`config.mk`:
```
export PLATFORM = sky130hd
export DESIGN_NAME = mult4_share_arbiter
export DESIGN_NICKNAME = d
export VERILOG_FILES = /design/src/rtl/mult4_share_arbiter.sv
export SDC_FILE = /design/constraint.sdc
export NUM_CORES = 1
export LEC_CHECK = 0
export BUFFER_PORTS_ARGS = -buffer_cell sky130_fd_sc_hd__buf_2
export CORE_MARGIN = 2
export CORE_UTILIZATION = 50
export DETAILED_ROUTE_END_ITERATION = 12
export PLACE_DENSITY = 0.76
export SLEW_MARGIN = 25
export SYNTH_ARGS = -nofsm -noshare
export SYNTH_HDL_FRONTEND = slang
export SYNTH_SLANG_ARGS = --single-unit
```
`constraint.sdc`:
```
create_clock -name clk_i -period 7.3 [get_ports clk_i]
set_clock_uncertainty 0.2 [all_clocks]
set_input_delay 0.365 -clock clk_i [delete_from_list [all_inputs] [get_ports clk_i]]
set_output_delay 0.365 -clock clk_i [all_outputs]
set_load 0.005 [all_outputs]
```
`src/rtl/mult4_share_arbiter.sv`:
```
// Round-robin arbiter sharing one 4x4 signed multiplier among N_REQ requesters.
// Each accepted request produces one registered, ID-tagged product on a shared response channel.

module Multiplier_4bits_4bits (
  input  logic [3:0] a_i,
  input  logic [3:0] b_i,
  output logic [7:0] p_o
);

  // Sign-extend before multiplying so the product is computed at full 8-bit width
  assign p_o = $signed({{4{a_i[3]}}, a_i}) * $signed({{4{b_i[3]}}, b_i});

endmodule

module mult4_share_arbiter #(
  parameter int N_REQ = 4,
  parameter int ID_W  = 2
) (
  input  logic                 clk_i,
  input  logic                 rst_i,
  input  logic [N_REQ-1:0]     reqValid_i,
  output logic [N_REQ-1:0]     reqReady_o,
  input  logic [4*N_REQ-1:0]   reqA_i,
  input  logic [4*N_REQ-1:0]   reqB_i,
  output logic                 rspValid_o,
  input  logic                 rspReady_i,
  output logic [7:0]           rspC_o,
  output logic [ID_W-1:0]      rspId_o,
  output logic [15:0]          opCnt_o
);

  typedef enum logic [1:0] {IDLE, CALC, DONE} state_t;

  state_t          state_q;
  logic [ID_W-1:0] ptr_q;
  logic [ID_W-1:0] opId_q;
  logic [3:0]      opA_q;
  logic [3:0]      opB_q;
  logic [7:0]      rspC_q;
  logic [ID_W-1:0] rspId_q;
  logic            rspValid_q;
  logic [15:0]     opCnt_q;

  logic            grantFound_d;
  logic [ID_W-1:0] grant_d;
  logic [ID_W-1:0] ptr_d;
  logic [ID_W-1:0] idx;
  logic [3:0]      selA_d;
  logic [3:0]      selB_d;
  logic [7:0]      product;

  // Scan downward so the requester closest above the pointer is the last (winning) match
  always_comb begin
    grantFound_d = 1'b0;
    grant_d      = '0;
    idx          = '0;
    for (int k = N_REQ - 1; k >= 0; k--) begin
      idx = ID_W'((int'(ptr_q) + k) % N_REQ);
      if (reqValid_i[idx]) begin
        grantFound_d = 1'b1;
        grant_d      = idx;
      end
    end
    ptr_d = ID_W'((int'(grant_d) + 1) % N_REQ);
  end

  always_comb begin
    selA_d = '0;
    selB_d = '0;
    for (int i = 0; i < N_REQ; i++) begin
      if (grant_d == ID_W'(i)) begin
        selA_d = reqA_i[4*i +: 4];
        selB_d = reqB_i[4*i +: 4];
      end
    end
  end

  always_comb begin
    reqReady_o = '0;
    if (state_q == IDLE && grantFound_d && !rst_i) begin
      reqReady_o[grant_d] = 1'b1;
    end
  end

  Multiplier_4bits_4bits uMult (
    .a_i (opA_q),
    .b_i (opB_q),
    .p_o (product)
  );

  always_ff @(posedge clk_i or posedge rst_i) begin
    if (rst_i) begin
      state_q    <= IDLE;
      ptr_q      <= '0;
      opId_q     <= '0;
      opA_q      <= '0;
      opB_q      <= '0;
      rspC_q     <= '0;
      rspId_q    <= '0;
      rspValid_q <= 1'b0;
      opCnt_q    <= '0;
    end else begin
      case (state_q)
        IDLE: begin
          if (grantFound_d) begin
            opA_q   <= selA_d;
            opB_q   <= selB_d;
            opId_q  <= grant_d;
            ptr_q   <= ptr_d;
            state_q <= CALC;
          end
        end
        CALC: begin
          rspC_q     <= product;
          rspId_q    <= opId_q;
          rspValid_q <= 1'b1;
          state_q    <= DONE;
        end
        DONE: begin
          if (rspReady_i) begin
            rspValid_q <= 1'b0;
            if (opCnt_q != 16'hFFFF) begin
              opCnt_q <= opCnt_q + 16'd1;
            end
            state_q <= IDLE;
          end
        end
        default: state_q <= IDLE;
      endcase
    end
  end

  assign rspValid_o = rspValid_q;
  assign rspC_o     = rspC_q;
  assign rspId_o    = rspId_q;
  assign opCnt_o    = opCnt_q;

endmodule

```
==> results.md, run 1 <==
* Clk Latency, worst-skew pair at 290 ps
* Count of hold-fix buffers inserted at cts at 0
* Sequential cell area fraction in the yosys report at 37.4%
* Post-synth ARST share at 100%
* Maxcap violations at 0
* Critical Path AT at 3650 ps
* Overall Power at 1.61 mW
* Pre-CTS WS at 3560 ps
* Die W at 78.1 um
* Vias at 2108
* Initial core utilization at 52.7%
* TritonCTS Buffers at 5
* Fin. Hold Viols at 27
* Synth area leader: dfrtp_1
* Port Buffer Count at 69
* # resized after CTS at 0
* Drt pass-1 iters at 4
* Setup Fix Bufs, Post-CTS at 0
* Die H at 78.1 um
* Area Growth Syn to Fin at 17.7%
* Critical path type: flop to flop
* Layout filler cell count at 460
* Critical path fanouts, max at 5
* Syn Nets at 333
* Gate Count Post-Synth at 268
* Number of synthesized flops with an enable pin at 0
* Setup TNS at 0 ps
* DRC at 0
* Multi-input logic area at 0.00156 mm^2
* HPWL after DPL at 4.15 mm
* Final Setup Violations at 0
* Count leader, synth: dfrtp_1
* Fmax at 270 MHz
* Syn_area_per_cell at 10.2 um^2
* Rows at 26
* Register Area at 0.00103 mm^2
* Number of global-route vias before repair at 2081
* Die Footprint at 0.00610 mm^2
* Crit. Startpoint: opA_q[0]
* # diodes at 0
* Final WL at 5.52 mm
* Final core occ at 62.0%
* Via density at 5.18
* Pin count of the biggest net entering global routing at 46
* Layout cells sized above 1 at 29.7%
* Synth cell count leaders: dfrtp_1, inv_1, nand2_1
* Status: finished with violations
* Core area at 0.00520 mm^2
* Clk slew on worst S/H paths at 80 ps
* VDD IR-drop max at 260 uV
* H-tree depth at 2
* Setup crit start kind: flop
* Clock Tree Root: clkbuf_8
* Yosys top cell area share at 37.4%
* CTS tree: yes
* Mapped cell area at 0.00274 mm^2
* Final antenna-violating net count at 0
* Crit share post-route at 50.7%
* Final hold slack at -11.8 ps
* Setup slack after layout at 3600 ps
* Crit path time final at 3700 ps
* Synth Flop Type: dfrtp_1
* First-pass GRT wire length at 9.49 mm
* Critical Path RT at 7250 ps
* Top cells by area, synth: dfrtp_1, ha_1, fa_1
* Global route overflow at 0
* Avg WL per Cell at 13.6 um
* CP Capture Type: flop
* Total global-route track usage at 19.4%
* Initial drt markers at 74
* Synth warnings at 0
* HP Class: input pin to asynchronous set/reset pin
* #FFs+latches synth at 41
* Leak Pwr at 1.69 nW
* Final nets at 401
* Failing checks: negative hold slack
* Routability Congestion at 0.792
* Clk buf depth at 2
* Antenna violations before repair at 0
* I/O Pins at 70
* Netlist cell types at 45
* TritonCTS Sinks at 41
* PwrDens at 498 mW/mm^2
* Fin. max-slew vios at 0
* Least-Margin Pin Slew at 651 ps
* Reg2Reg Setup Slack at 3600 ps
* Unrepaired setup endpoints after global routing: no
* Reg2Reg Launch Point: opA_q[0]
* Max_slew headroom at 56.6%
==> state kept, by name (all words and copies together), names as in the netlist <==
| signal | cells |
|---|---|
| rspValid_o | 1 |
| state_q | 2 |
| rspId_o | 2 |
| opB_q | 4 |
| opId_q | 2 |
| ptr_q | 2 |
| opCnt_o | 16 |
| opA_q | 4 |
| rspC_o | 8 |
==> metrics by stage <==
stage,cells,cell area (um^2)
after floorplan,268,2740
after global placement,398,3140
after detailed placement,398,3140
after CTS,406,3220
after global routing,407,3230
final,407,3230
==> worst max-delay path, cell delays in order, from the launching register on <==
cell and delay [ps]:
dfrtp_1 420, nand2b_1 180, fa_1 510, fa_1 510, inv_1 50, fa_1 460, ha_1 240, fa_1 400
a21o_1 190, a21oi_1 170, xnor2_1 130, o21ai_0 100
==> where the power goes <==
part           switching, mW  internal [mW]
logic                  0.531          0.536
registers             0.0785          0.316
clock network         0.0788         0.0663
total                  0.689          0.918
==> cell type report <==
cell class / count / share of cell area [%]
clock buffers: 6 / 2.25
flip-flops and latches: 41 / 31.8
clock inverters: 2 / 0.310
inverters: 28 / 3.25
repair buffers: 71 / 11.3
multi-input cells: 189 / 48.4
well taps: 70 / 2.71
==> routing by layer <==
| layer | vias up | global-route usage (%) | part of all wire [%] |
|---|---|---|---|
| li1 | 1070 | - | - |
| met1 | 980 | 26.4 | 47 |
| met2 | 56 | 31.7 | 47 |
| met3 | 2 | 4.94 | 4.9 |
| met4 | 0 | 3.86 | 0.45 |
| met5 | - | 0 | 0 |
==> logic make-up (layout without fill, tap and decap cells) <==
family                     Yosys count  after routing  share of synthesized area (%)
xor gates and xnor gates            17             17                           5.93
and+or+nand+nor                     80             80                           17.4
DFF                                 41             41                           37.4
adders and majority gates           26             26                           14.3
muxes                               11             11                           4.61
buffers and inverters               38            107                           5.61
AOI/OAI and AO/OA                   55             55                           14.8
==> worst paths after layout <==
path | to | cells past startpoint
setup / recovery | rspC_o[7] | 11
hold / removal | rspC_o[7] | 3
setup reg to reg | rspC_o[7] | 11
hold reg to reg | rspC_o[6] | 2
max in group asynchronous | opA_q[0] | 3
min in group clk_i | state_q[1] | 2
==> cell usage in the layout (no fill, tap or decap), types with 2 or more instances in the layout <==
master / count
buf_2: 69
dfrtp_1: 41
inv_1: 27
nand2_1: 23
ha_1: 17
nor2_1: 13
a21oi_1: 12
xor2_1: 11
a31oi_1: 9
fa_1: 9
mux2_2: 8
a211o_1: 8
and2_1: 8
a221oi_1: 7
o21ai_0: 6
and3_1: 6
nand2b_1: 5
xnor2_1: 5
clkbuf_8: 5
nor2b_1: 4
a211oi_1: 4
nor4_2: 4
nand3_1: 4
a21o_1: 3
and3b_1: 2
o22ai_1: 2
o31ai_1: 2
clkinv_2: 2
No activity file was read; power rests on OpenSTA's default activity.
==> run 2: changes to the inputs <==
==> constraint.sdc (replaced) <==
create_clock -name clk_i -period 3.7 [get_ports clk_i]
set_clock_uncertainty 0.2 [all_clocks]
set_input_delay 0.185 -clock clk_i [delete_from_list [all_inputs] [get_ports clk_i]]
set_output_delay 0.185 -clock clk_i [all_outputs]
set_load 0.005 [all_outputs]
==> results.md, run 2 (same netlist as run 1, synthesis figures left out) <==
* Status: finished clean
* Final Setup Violations at 0 (unchanged)
* Reg2Reg Launch Point: opB_q[1]
* Fin area at 0.00337 mm^2 (+4.4%)
* Worst Hold Path EP: opB_q[0]
* Hold Startpoint: reqB_i[8]
* Leak Pwr at 1.75 nW (+3.5%)
* Final WL at 5.73 mm (+3.8%)
* Area Growth Syn to Fin at 22.8%
* # diodes at 0 (unchanged)
* Number of global-route vias before repair at 2208 (+6.1%)
* Max_slew headroom at 57.7% (+1.0 points)
* First-pass GRT wire length at 9.93 mm (+4.7%)
* Max FFs per register at 16 (unchanged)
* Global route overflow at 0 (unchanged)
* Pin count of the biggest net entering global routing at 46 (unchanged)
* VDD IR-drop max at 552 uV (+110%)
* Critical path type: flop to flop
* Critical Path AT at 3510 ps (-140 ps)
* Crit share post-route at 95.8% (+45 points)
* CTS tree: yes
* Crit. Startpoint: opB_q[1]
* CP Capture Type: flop
* Fmax at 282 MHz (+4.4%)
* Layout cells sized above 1 at 30.3% (+0.61 points)
* PwrDens at 972 mW/mm^2 (+95%)
* Via density at 5.25 (+1.3%)
* Overall Power at 3.28 mW (+100%)
* HPWL after DPL at 4.13 mm (-0.49%)
* Fin. Hold Viols at 0 (-100%)
* Reg2Reg Setup Slack at 160 ps (-3440 ps)
* Fin. max-slew vios at 0 (unchanged)
* Clock Tree Root: clkbuf_8
* Most common cell after layout, fill and taps aside: buf_2
* Clk Latency, worst-skew pair at 300 ps (about the same)
* Die H at 78.1 um (unchanged)
* H-tree depth at 2 (unchanged)
* Most frequent cells in the layout: buf_2, dfrtp_1, inv_1
* Port Buffer Count at 69 (unchanged)
* Reg2reg end: rspC_o[7]
* Clk buf depth at 2 (unchanged)
* TritonCTS Sinks at 41 (unchanged)
* Hold Path Stages at 4
* DP Area at 0.00315 mm^2 (+0.48%)
* Crit path time final at 3540 ps (-156 ps)
* Critical Path RT at 3660 ps (-3590 ps)
* Antenna violations before repair at 0 (unchanged)
* Drt pass-1 iters at 5 (+1)
* HP Class: input pin to flop
* Final nets at 414 (+3.2%)
* Critical path fanouts, max at 5 (unchanged)
* Final antenna-violating net count at 0 (unchanged)
* Clk slew on worst S/H paths at 80 ps (about the same)
* Die Footprint at 0.00610 mm^2 (unchanged)
* I/O Pins at 70 (unchanged)
* DRC at 0 (unchanged)
* Maxcap violations at 0 (unchanged)
* Initial core utilization at 52.7% (unchanged)
* Least-Margin Pin Slew at 635 ps (-15.7 ps)
* TritonCTS Buffers at 5 (unchanged)
* Vias at 2203 (+4.5%)
* Die W at 78.1 um (unchanged)
* Avg WL per Cell at 13.6 um (+0.61%)
* Core area at 0.00520 mm^2 (unchanged)
* Total global-route track usage at 20.6% (+1.2 points)
* Rows at 26 (unchanged)
* Routability Congestion at 0.775 (-2.2%)
* Reg2reg path depth at 12 (+1)
* Setup crit start kind: flop
* Initial drt markers at 102 (+38%)
-- run 2: cell type report --
type | instances | area, um^2
Clock buffer | 6 | 82.6
Clock inverter | 2 | 13.8
Fill cell | 426 | 1830
Inverter | 28 | 105
Multi-Input combinational cell | 189 | 1570
Sequential cell | 41 | 1030
Tap cell | 70 | 87.6
Timing Repair Buffer | 84 | 487
-- run 2: per-stage QoR --
stage                     hold WS [ps]  TNS [ps]  instances  setup slack (ps)  util, %
after floorplan                   92.3         0        268               178        -
after global placement             140         0        400               143     60.5
after detailed placement           145         0        400              14.6     60.5
after CTS                         32.6         0        418              17.2     64.3
after global routing              52.3    -0.840        420            -0.840     64.8
final                             39.2         0        420               155     64.8
-- run 2: routing by layer --
layer	vias up	track usage (%)	wire, um	share of wire, %
li1	1098	-	-	-
met1	1034	26.6	2610	46
met2	63	33.9	2750	48
met3	8	4.48	262	4.6
met4	0	7.89	106	1.8
met5	-	0	0	0
-- run 2: what timing repair did --
action	CTS	global route
setup buffers	0	1
endpoints found under the setup margin	0	1
hold buffers	10	0
endpoints found under the hold margin	50	0
resized for setup	0	2
-- run 2: worst max-delay path by stage --
stage	depth (start not counted)	to	slack, ps
2_1_floorplan	11	rspC_o[7]	180
3_3_place_gp	11	rspC_o[7]	140
3_5_place_dp	11	rspC_o[7]	10
4_1_cts	11	rspC_o[7]	20
5_1_grt	12	rspC_o[7]	-0.8
6_report	12	rspC_o[7]	160
-- run 2: power breakdown --
group / total, mW / switching [mW] / internal, mW / leakage, nW
combinational: 2.20 / 1.10 / 1.10 / 1.19
clock: 0.311 / 0.160 / 0.151 / 0.0512
sequential: 0.767 / 0.144 / 0.623 / 0.501
-- run 2: critical path, cell delays in order (launching register included) --
cell	delay [ps]
dfrtp_1	430
buf_4	150
and2_1	190
fa_1	560
inv_1	60
fa_1	490
inv_1	40
ha_1	320
fa_2	420
a21o_1	190
a21oi_1	160
xnor2_1	130
o21ai_0	80
==> run 3: changes to the inputs <==
--- a/config.mk
+++ b/config.mk
@@ -6,10 +6,12 @@
 export NUM_CORES = 1
 export LEC_CHECK = 0
 export BUFFER_PORTS_ARGS = -buffer_cell sky130_fd_sc_hd__buf_2
+export CORE_ASPECT_RATIO = 1.5
 export CORE_MARGIN = 2
 export CORE_UTILIZATION = 50
 export DETAILED_ROUTE_END_ITERATION = 12
 export PLACE_DENSITY = 0.76
+export REMOVE_ABC_BUFFERS = 1
 export SLEW_MARGIN = 25
 export SYNTH_ARGS = -nofsm -noshare
 export SYNTH_HDL_FRONTEND = slang
==> results.md, run 3 (same netlist as run 1, synthesis figures left out) <==
* Status: finished clean
* Area Growth Syn to Fin at 24.1%
* Die Footprint at 0.00611 mm^2 (+0.20%)
* Routability Congestion at 0.789 (+1.9%)
* Final nets at 413 (-0.24%)
* # diodes at 0 (unchanged)
* Drt pass-1 iters at 4 (-1)
* I/O Pins at 70 (unchanged)
* M1 wire length at 2.16 mm (-17%)
* Setup Fix Bufs, Post-CTS at 0 (unchanged)
* Initial drt markers at 66 (-35%)
* Critical path type: flop to flop
* Detail Route met2 WL at 2.87 mm (+4.4%)
* Hold Path Stages at 4 (unchanged)
* DRC at 0 (unchanged)
* Clk Latency, worst-skew pair at 300 ps (about the same)
* Final Setup Violations at 0 (unchanged)
* TritonCTS Sinks at 41 (unchanged)
* H-tree depth at 2 (unchanged)
* Via density at 5.26 (+0.24%)
* Pin count of the biggest net entering global routing at 40 (-13%)
* Unrepaired setup endpoints after global routing: no
* PwrDens at 987 mW/mm^2 (+1.5%)
* TritonCTS Buffers at 5 (unchanged)
* Switching pwr at 1.37 mW (-2.4%)
* Core area at 0.00537 mm^2 (+3.1%)
* Most frequent cells in the layout: buf_2, dfrtp_1, inv_1
* Setup TNS at 0 ps (unchanged)
* Final antenna-violating net count at 0 (unchanged)
* Layout cells sized above 1 at 30.1% (-0.20 points)
* Reg power frac at 22.8% (-0.6 points)
* Final WL at 5.38 mm (-6.1%)
* Setup crit start kind: flop
* Switching Fraction at 40.7% (-2.1 points)
* Most common cell after layout, fill and taps aside: buf_2
* Slowest cell on the critical path: fa_1
* Max_slew headroom at 59.6% (+2.0 points)
* VDD IR-drop max at 480 uV (-13%)
* Global route overflow at 0 (unchanged)
* Comb pwr share at 64.1% (-3.0 points)
* Die H at 94.7 um (+21%)
* CP most frequent cell: fa_1
* Max FFs per register at 16 (unchanged)
* Avg WL per Cell at 12.8 um (-5.9%)
* Clk buf depth at 2 (unchanged)
* Critical path, cell by cell: nand2b_1 -> fa_1 -> fa_1 -> inv_1 -> fa_1 -> ha_2 -> fa_2 -> a21o_1 -> a21oi_1 -> xnor2_1 -> o21ai_0
* CTS tree: yes
* Total global-route track usage at 19.4% (-1.2 points)
* Reg2reg end: rspC_o[7]
* First-pass GRT wire length at 9.36 mm (-5.8%)
* Reg2Reg Setup Slack at 190 ps (+30 ps)
* Overall Power at 3.36 mW (+2.6%)
* Clk pwr share at 13.0% (+3.5 points)
* Hold Startpoint: reqB_i[8]
* Critical Path RT at 3660 ps (about the same)
* Fin. max-slew vios at 0 (unchanged)
* Die W at 64.5 um (-17%)
* HP Class: input pin to flop
* Worst Hold Path EP: opB_q[0]
* Maxcap violations at 0 (unchanged)
* HPWL after DPL at 4.13 mm (about the same)
* Clk slew on worst S/H paths at 80 ps (about the same)
* Reg2reg path depth at 11 (-1)
* Critical path fanouts, max at 2 (-3)
* Reg2Reg Launch Point: opA_q[0]
* Max layer used: met4
* Vias at 2203 (unchanged)
* DR WL met3 at 286 um (+9.2%)
* Crit path time final at 3510 ps (-33.7 ps)
* Initial core utilization at 51.1% (-1.6 points)
* CP Capture Type: flop
* Critical Path AT at 3470 ps (-40 ps)
* Least-Margin Pin Slew at 602 ps (-33.3 ps)
* Fin. Hold Viols at 0 (unchanged)
* Antenna violations before repair at 0 (unchanged)
* Fmax at 285 MHz (+0.96%)
* Rows at 33 (+27%)
* Clock Tree Root: clkbuf_8
* Port Buffer Count at 69 (unchanged)
* Max incr delay on CP at 510 ps (-50 ps)
* Number of global-route vias before repair at 2153 (-2.5%)
* Internal power at 1.99 mW (+6.3%)
* Crit share post-route at 94.9% (-0.91 points)
* Leak Pwr at 1.76 nW (+0.73%)
[run 3: power groups by stage]
stage / Clock (mW) / Combinational, mW / Sequential [mW]
finish: 0.439 / 2.16 / 0.767
global route: 0.465 / 2.46 / 0.795
CTS: 0.447 / 2.16 / 0.770
detailed placement: 0 / 2.10 / 0.779
global placement: 0 / 2.01 / 0.768
floorplan: 0 / 1.63 / 0.761
[run 3: timing repair]
item	CTS	global route
resized for setup	0	2
hold buffers	10	0
endpoints found under the hold margin	50	0
endpoints found under the setup margin	0	1
[run 3: how the worst max path moves through the flow]
stage | start | depth (start not counted) | end
after CTS | opA_q[0] | 11 | rspC_o[7]
after detailed placement | opA_q[0] | 11 | rspC_o[7]
after global placement | opA_q[0] | 11 | rspC_o[7]
after global routing | opA_q[0] | 11 | rspC_o[7]
after floorplan | opA_q[0] | 11 | rspC_o[7]
final | opA_q[0] | 11 | rspC_o[7]
[run 3: metrics by stage]
step / hold WS, ps / utilization (%) / worst slack [ps] / cell area (um^2) / cells
global placement: -102 / 58.7 / 156 / 3150 / 400
detailed placement: -101 / 58.7 / 94.2 / 3150 / 400
finish: 37.2 / 63.4 / 189 / 3400 / 419
floorplan: 92.3 / - / 170 / 2700 / 258
global route: 42.8 / 63.4 / 15.5 / 3400 / 419
CTS: 27.2 / 63.1 / 64.0 / 3390 / 418
[run 3: area by class of cell]
cell class	instances	area, um^2
clock inverters	3	68.8
fillers	478	1960
multi-input cells	189	1570
flip-flops and latches	41	1030
repair buffers	83	479
well taps	70	87.6
clock buffers	5	68.8
inverters	28	105
[run 3: routing by layer]
layer	track usage (%)	vias up
met2	36.5	66
met3	4.29	6
met1	21.6	1034
met5	0	-
li1	-	1097
met4	5.32	0
[run 3: worst max-delay path: cells and delay by family (launching register included)]
family	cells	cell delay, ps
XOR/XNOR	1	130
flip-flops	1	370
buffers and inverters	1	50
AND/OR/NAND/NOR	1	160
adder cells (fa/ha/maj)	5	2040
AO/OA/AOI/OAI	3	440
